## src/rtl/apb_slave_regfile.sv

```systemverilog
// APB slave holding a bank of byte-strobed 32-bit registers.
// Register 0 is a read-only ID word. Register NUM_REGS-1 needs a privileged write.
// Response latency is set by WAIT_CYCLES. Decode and permission faults return pslverr.
module apb_slave_regfile #(
    parameter int          D_WIDTH     = 32,
    parameter int          NUM_REGS    = 16,
    parameter int          WAIT_CYCLES = 1,
    parameter logic [31:0] ID_VALUE    = 32'hA5B0_0001
) (
    input  logic               pclk,
    input  logic               presetn,
    input  logic               psel,
    input  logic               penable,
    input  logic               pwrite,
    input  logic [D_WIDTH-1:0] paddr,
    input  logic [D_WIDTH-1:0] pwdata,
    input  logic [3:0]         pstrb,
    input  logic [2:0]         pprot,
    output logic [D_WIDTH-1:0] prdata,
    output logic               pready,
    output logic               pslverr
);

    localparam int AW = $clog2(NUM_REGS);

    typedef enum logic [1:0] {
        S_IDLE,
        S_WAIT,
        S_RESP
    } state_t;

    state_t state;
    state_t state_next;

    logic [3:0]         cnt;
    logic [AW-1:0]      cap_idx;
    logic               cap_write;
    logic [D_WIDTH-1:0] cap_wdata;
    logic [3:0]         cap_strb;
    logic               cap_err;

    logic [D_WIDTH-1:0] regs [NUM_REGS];

    logic               setup;
    logic [AW-1:0]      bus_idx;
    logic               bus_decode_err;
    logic               bus_err;
    logic [AW-1:0]      sel_idx;
    logic               sel_err;
    logic               sel_write;
    logic [D_WIDTH-1:0] sel_rdata;
    logic               do_write;
    logic               unused_prot;

    // pprot[2:1] carry no meaning for this slave.
    assign unused_prot = &{1'b0, pprot[2:1]};

    assign setup          = psel & ~penable;
    assign bus_idx        = paddr[AW+1:2];
    assign bus_decode_err = (paddr[1:0] != 2'b00) | (|paddr[D_WIDTH-1:AW+2]);
    assign bus_err        = bus_decode_err
                          | (pwrite & ((bus_idx == '0)
                          | ((bus_idx == AW'(NUM_REGS - 1)) & ~pprot[0])));

    // In IDLE the response is being formed straight from the setup phase
    // (zero-wait case); otherwise the values captured at setup are used.
    assign sel_idx   = (state == S_IDLE) ? bus_idx : cap_idx;
    assign sel_err   = (state == S_IDLE) ? bus_err : cap_err;
    assign sel_write = (state == S_IDLE) ? pwrite  : cap_write;
    assign sel_rdata = (sel_err | sel_write) ? '0
                     : ((sel_idx == '0) ? ID_VALUE : regs[sel_idx]);

    assign do_write = (state == S_RESP) & psel & penable & cap_write & ~cap_err;

    // State register.
    always_ff @(posedge pclk) begin
        if (!presetn) state <= S_IDLE;
        else          state <= state_next;
    end

    // Next-state decode: setup, wait countdown, response, abort on psel drop.
    always_comb begin
        state_next = state;
        case (state)
            S_IDLE: if (setup) state_next = (WAIT_CYCLES == 0) ? S_RESP : S_WAIT;
            S_WAIT: begin
                if (!psel)          state_next = S_IDLE;
                else if (cnt == 4'd1) state_next = S_RESP;
            end
            S_RESP: begin
                if (!psel || penable) state_next = S_IDLE;
            end
            default: state_next = S_IDLE;
        endcase
    end

    // Wait-state counter, loaded at setup and counted down in WAIT.
    always_ff @(posedge pclk) begin
        if (!presetn)                          cnt <= 4'd0;
        else if (state == S_IDLE && setup)     cnt <= 4'(WAIT_CYCLES);
        else if (state == S_WAIT && psel)      cnt <= cnt - 4'd1;
        else if (state_next == S_IDLE)         cnt <= 4'd0;
    end

    // Capture of the setup phase so later bus changes are ignored.
    always_ff @(posedge pclk) begin
        if (!presetn) begin
            cap_idx   <= '0;
            cap_write <= 1'b0;
            cap_wdata <= '0;
            cap_strb  <= 4'd0;
            cap_err   <= 1'b0;
        end else if (state == S_IDLE && setup) begin
            cap_idx   <= bus_idx;
            cap_write <= pwrite;
            cap_wdata <= pwdata;
            cap_strb  <= pstrb;
            cap_err   <= bus_err;
        end
    end

    // Register bank; byte lanes update only on an error-free completed write.
    always_ff @(posedge pclk) begin
        if (!presetn) begin
            for (int i = 0; i < NUM_REGS; i++) regs[i] <= '0;
        end else if (do_write) begin
            for (int b = 0; b < 4; b++) begin
                if (cap_strb[b]) regs[cap_idx][8*b +: 8] <= cap_wdata[8*b +: 8];
            end
        end
    end

    // Registered bus outputs: loaded on entry to RESP, cleared whenever not in RESP.
    always_ff @(posedge pclk) begin
        if (!presetn) begin
            pready  <= 1'b0;
            pslverr <= 1'b0;
            prdata  <= '0;
        end else begin
            pready <= (state_next == S_RESP);
            if (state != S_RESP && state_next == S_RESP) begin
                prdata  <= sel_rdata;
                pslverr <= sel_err;
            end else if (state_next != S_RESP) begin
                prdata  <= '0;
                pslverr <= 1'b0;
            end
        end
    end

endmodule

```

## config.mk

```make
export PLATFORM = sky130hd
export DESIGN_NAME = apb_slave_regfile
export DESIGN_NICKNAME = d
export VERILOG_FILES = /design/src/rtl/apb_slave_regfile.sv
export SDC_FILE = /design/constraint.sdc
export NUM_CORES = 1
export LEC_CHECK = 0
export BUFFER_PORTS_ARGS = -buffer_cell sky130_fd_sc_hd__buf_2
export CORE_ASPECT_RATIO = 1.25
export CORE_MARGIN = 2
export CORE_UTILIZATION = 40
export DETAILED_ROUTE_END_ITERATION = 12
export PLACE_DENSITY_LB_ADDON = 0.05
export SLEW_MARGIN = 15
export SYNTH_ARGS = -nofsm -noshare
export SYNTH_HDL_FRONTEND = slang
export SYNTH_SLANG_ARGS = --single-unit
```

## constraint.sdc

```tcl
create_clock -name pclk -period 4.3 [get_ports pclk]
set_input_delay 0.645 -clock pclk [delete_from_list [all_inputs] [get_ports pclk]]
set_output_delay 0.645 -clock pclk [all_outputs]
set_load 0.03 [all_outputs]
```

# == Word-level counts from Yosys, hierarchy flattened ==
# Memories as Yosys holds them, arrays and structs flattened.
# Index checks and enable logic that the tools add are counted.
# totals
output_inout_bits,34
ramBits,512
memories,1
ff_bits,82
# mem_list
name,words,word_bits,rd,rd_ports_with_merged_regs,write_ports,line,rtl
regs,16,32,1,0,16,42,logic [D_WIDTH-1:0] regs [NUM_REGS];
# classes
bitwise_logic,15
mux,37
addsub,1
n_reduce_logical,16
eq_ne,7
# ops
operator,count
32-bit two-way mux,5
32-bit OR reduction,1
26-bit OR reduction,1
1-bit two-way mux,22
4-bit two-way mux,5
4-bit zero test,2
2-bit two-way mux,4
1-bit bitwise AND,7
2-bit one-hot mux with 3 select lines,1
2-bit nonzero test,3
2-bit equality test (second input constant),2
4-bit by 1-bit equality test with 1-bit output (second input constant),1
4-bit equality test (second input constant),1
2-bit zero test,2
2-bit inequality test (second input constant),2
1-bit inverter,4
1-bit OR,4
4-bit by 1-bit subtractor with 4-bit output (second input constant),1
1-bit logical AND,3
3-bit nonzero test,1
2-bit by 1-bit equality test with 1-bit output (second input constant),1
2-bit OR reduction,1
1-bit zero test,1
1-bit logical OR,1

# == Longest topological paths before layout ==
# logic_depth
depth_word,10
ltp_mapped,10
mapped_depth_nobuf,8

# == Worst setup path before layout ==
# OpenSTA, ideal clock, no wires.
# synth_timing
kind,input port to flip-flop
startpoint,in presetn
endpoint,mem regs[14][0] (enable)
arrival_time_ns,2.268
t_required_ns,3.916
cell_stages,6
setup_slack_ns,1.648
path_cell_list,buf_2 nand3_1 nor4_1 nand2_1 clkbuf_1 o21ai_0
# synth_rtl
element,line,rtl
"start, declared",11,"input logic presetn,"
"end, declared",42,

# == Worst setup path in the final report ==
# layout_timing
startpoint,reg state[1]
endpoint,reg prdata[14]
# layout_via
elab_chain_cells,6
elab_cells_between_ends,22
cone_classes,5 x eq/ne; 11 x mux; 1 x bitwise; 4 x reduce/logical; 1 x memory
# layout_rtl
element,line,rtl
"start, declared",32,state_t state;
"start signal, assigned",78,else state <= state_next;
2-bit zero test / 2-bit two-way mux (equally long branches),n/a,
4-bit two-way mux / 2-bit two-way mux (equally long branches),"67, 87",
"memory read 16 x 32 bit, or another cell as far along",n/a,
32-bit two-way mux / 2-bit equality test (equally long branches),"71, 141",
32-bit two-way mux / 1-bit logical AND (equally long branches),"70, 141",
32-bit two-way mux / 2-bit nonzero test (equally long branches),n/a,
"end signal, assigned",142,prdata <= sel_rdata;
"end, declared",19,"output logic [D_WIDTH-1:0] prdata,"
# Parallel ways exist; a longest one is shown, timed or not.
# A chain may end at the register's enable or synchronous reset.

==> impl_metrics.ini <==
[outcome]
status = finished, final reports clean

[sta]
hold_viol = 0
min_period_ns = 3.28
fmax_mhz = 305
finalMaxSlewViolations = 0
setup_viol_count_final = 0
finalClockSkew_ns = 0.0220
rsz0062_at_grt = false
worst_pin_slew_ns = 1.13
relSlewSlack_pct = 24.9
fin_tns_setup_ns = 0
post-route-period-util_pct = 76.3

[grt]
grt_use_met2_pct = 39.2
grt_overflow = 0
track_usage_pct = 23.0
grt_max_degree = 70
grt_busiest_layer = met2
grt_pass1_vias = 17270
grt_use_met1_pct = 30.6
grtUsageMet3_pct = 2.66
antenna_found_initial = 1
grt_pass1_wl_um = 114000

[cts]
cts.path.max_buffers = 3
postCtsSetupRepairBufs = 0
htreeDepth = 2
cts_made_buffers = 61
cts-root-buf = clkbuf_16
clk_latency_ns = 0.63
holdBufCountCts = 0
cts.clk_slew.worst_paths_ns = 0.06
cts_resized = 0
cts_tree = done
clock_sinks = 583

[setup_path]
critPathLaunch = state[1]$_SDFF_PN0_
critical_path_class = flop to flop
cp-end-kind = flop
start_kind = flop
crit_fanout = 43
crit_arrival_ns = 3.83
worstReg2RegStart = state[1]$_SDFF_PN0_
required_ns = 4.85

[finish]
area_growth_pct = 13.3
antennaDiodeCount = 0
layout-drive-gt1-share_pct = 13.6
nets = 2382
fillers = 5953

[yosys]
yosys-top-cells-area = edfxtp_1 (57%), and2_1 (12%), dfxtp_1 (6.3%), nand2_1 (4.6%), mux2i_1 (4.1%)
yosysSeqAreaShare_pct = 63.6
synth_area_um2 = 26200
synth.distinct_cells = 58
synth_cells = 2177
synth.top_cell.area_share_pct = 57.4
synth-seq-cells = 583
synthesis.nets = 2255
postSynth.topFlopCell = edfxtp_1
synth_top_area_cell = edfxtp_1
async_reset_ff_share_pct = 0
synth_edf_count = 501
yosysWarnings = 0
synth.avg_cell_area_um2 = 12.0

[placement]
dp_hpwl_um = 51900
io_buffers = 107
gp_congestion = 0.787

[power]
p_clk_share_pct = 40.8
peakVddDrop_v = 0.000297
seqPwrFrac_pct = 52.4
swShare_pct = 23.7
p_total_mw = 12.3
p_sw_mw = 2.91
p_leak_nw = 10.9
p_per_area_nw_per_um2 = 413
p_int_mw = 9.36
p_comb_share_pct = 6.7

[die]
io_pins = 110
core_um2 = 64700
start_util_pct = 40.6
rows = 104
fp.dieH_um = 290
die_x_um = 233
dieArea_um2 = 67700

[route]
ant_nets = 0
drt-total-wl_um = 78000
vias = 17174
drc = 0
detail_route.wl_per_cell_um = 24.3
vias_per_cell = 5.36
firstDrtPassIters = 5
drt_iter0_drc = 1202

[min_path]
hp-start = pwdata[8]
hold_class = primary input to flop

[job]
max_cap_viol_count = 0
==> cells in the final DEF, fill, tap and decap left out, types with 4 or more instances in the layout <==
cell	n
and2_1	501
edfxtp_1	501
nand2_1	319
buf_2	107
mux2i_1	105
a21oi_1	86
nor2_1	85
buf_4	84
dfxtp_1	82
o21ai_0	77
clkbuf_16	63
o22ai_1	47
nand3_1	43
nor4_1	31
nand4_1	24
clkbuf_1	22
mux4_2	21
clkinv_1	14
a22oi_1	13
a32oi_1	12
o21ai_1	11
o211ai_1	11
clkinv_2	9
nor2b_1	6
inv_1	5
mux2_2	5
nor3_1	4
o31ai_1	4
a31oi_1	4
a211oi_1	4
==> layer usage <==
metal,vias up,wire (um)
met4,0,2410
met1,8617,33700
met3,119,3320
met5,-,0
li1,8031,-
met2,407,38500
==> power by group through the flow <==
stage                     clock (mW)  sequential, mW  combinational, mW
after floorplan                    0            6.47              0.545
after global placement             0            6.55              0.826
after detailed placement           0            6.56              0.835
after CTS                       5.11            6.44              0.837
after global routing            5.31            6.46              0.893
final                           5.01            6.44              0.826
==> area by class of cell <==
| cell class | instances | area, um2 | area share [%] |
|---|---|---|---|
| sequential | 583 | 16700 | 56.1 |
| multi-input combinational | 1458 | 8880 | 29.9 |
| clock buffer | 88 | 1700 | 5.72 |
| timing repair buffer | 194 | 1230 | 4.13 |
| tap | 848 | 1060 | 3.57 |
| clock inverter | 26 | 144 | 0.484 |
| inverter | 6 | 22.5 | 0.0758 |
==> sequential cells by signal, summed over array words and instances, names as in the netlist <==
register / flops
pready: 1
state: 2
cap_wdata: 32
pslverr: 1
cnt: 4
cap_err: 1
prdata: 32
cap_strb: 4
cap_idx: 4
cap_write: 1
regs: 501
==> cell usage after synthesis (3+ instances only) <==
library cell and number:
o211ai_1 11, o21ai_0 78, buf_4 16, and2_1 501
o31ai_1 4, inv_1 5, edfxtp_1 501, mux2i_1 107
o21a_1 3, nand2_1 319, clkbuf_1 70, a211oi_1 4
nor2b_1 6, buf_6 13, mux2_2 5, dfxtp_1 82
or2_2 3, nor4_1 31, nor3_1 5, nand3_1 43
mux4_2 21, o22ai_1 47, a31oi_1 4, a32oi_1 12
o21ai_1 10, buf_2 28, nand4_1 24, and3_1 3
a22oi_1 13, a21oi_1 86, nor2_1 86
==> metrics by stage <==
stage          utilization [%]  instances  setup slack [ns]  area [um2]  hold slack [ns]
4_1_cts                   46.0       3203             0.975       29700            0.217
3_5_place_dp              43.1       3089             0.956       27900            0.447
5_1_grt                   46.0       3203             0.766       29700            0.228
3_3_place_gp              43.1       3089             0.938       27900            0.447
6_report                  46.0       3203              1.02       29700            0.254
2_1_floorplan                -       2177              1.65       26200            0.437
==> path summary, 6_finish.rpt <==
path	to	slack (ns)	cells past startpoint
worst min register to register	prdata[28]$_SDFFE_PN0P_	0.45	2
worst max register to register	prdata[14]$_SDFFE_PN0P_	1.02	7
worst min-delay path	cap_wdata[8]$_SDFFE_PN0P_	0.25	3
worst max-delay path	prdata[14]$_SDFFE_PN0P_	1.02	7
==> worst max-delay path: stages (launching register included) <==
cell	delay, ns
dfxtp_1	0.60
nor2_8	0.12
mux2_4	0.75
nor2_1	0.11
buf_4	0.24
a21oi_2	0.79
nand4_1	0.31
o21ai_0	0.25
==> cells by family after synthesis <==
logic type | count (synthesis) | share of synthesized area (%)
mux | 138 | 6.47
simple gates | 1036 | 20.8
flops | 583 | 63.6
compound gates | 281 | 6.31
fa+ha+maj | 2 | 0.0954
xor+xnor | 1 | 0.0334
buf+inv | 136 | 2.72
No activity file was read; power rests on OpenSTA's default activity.
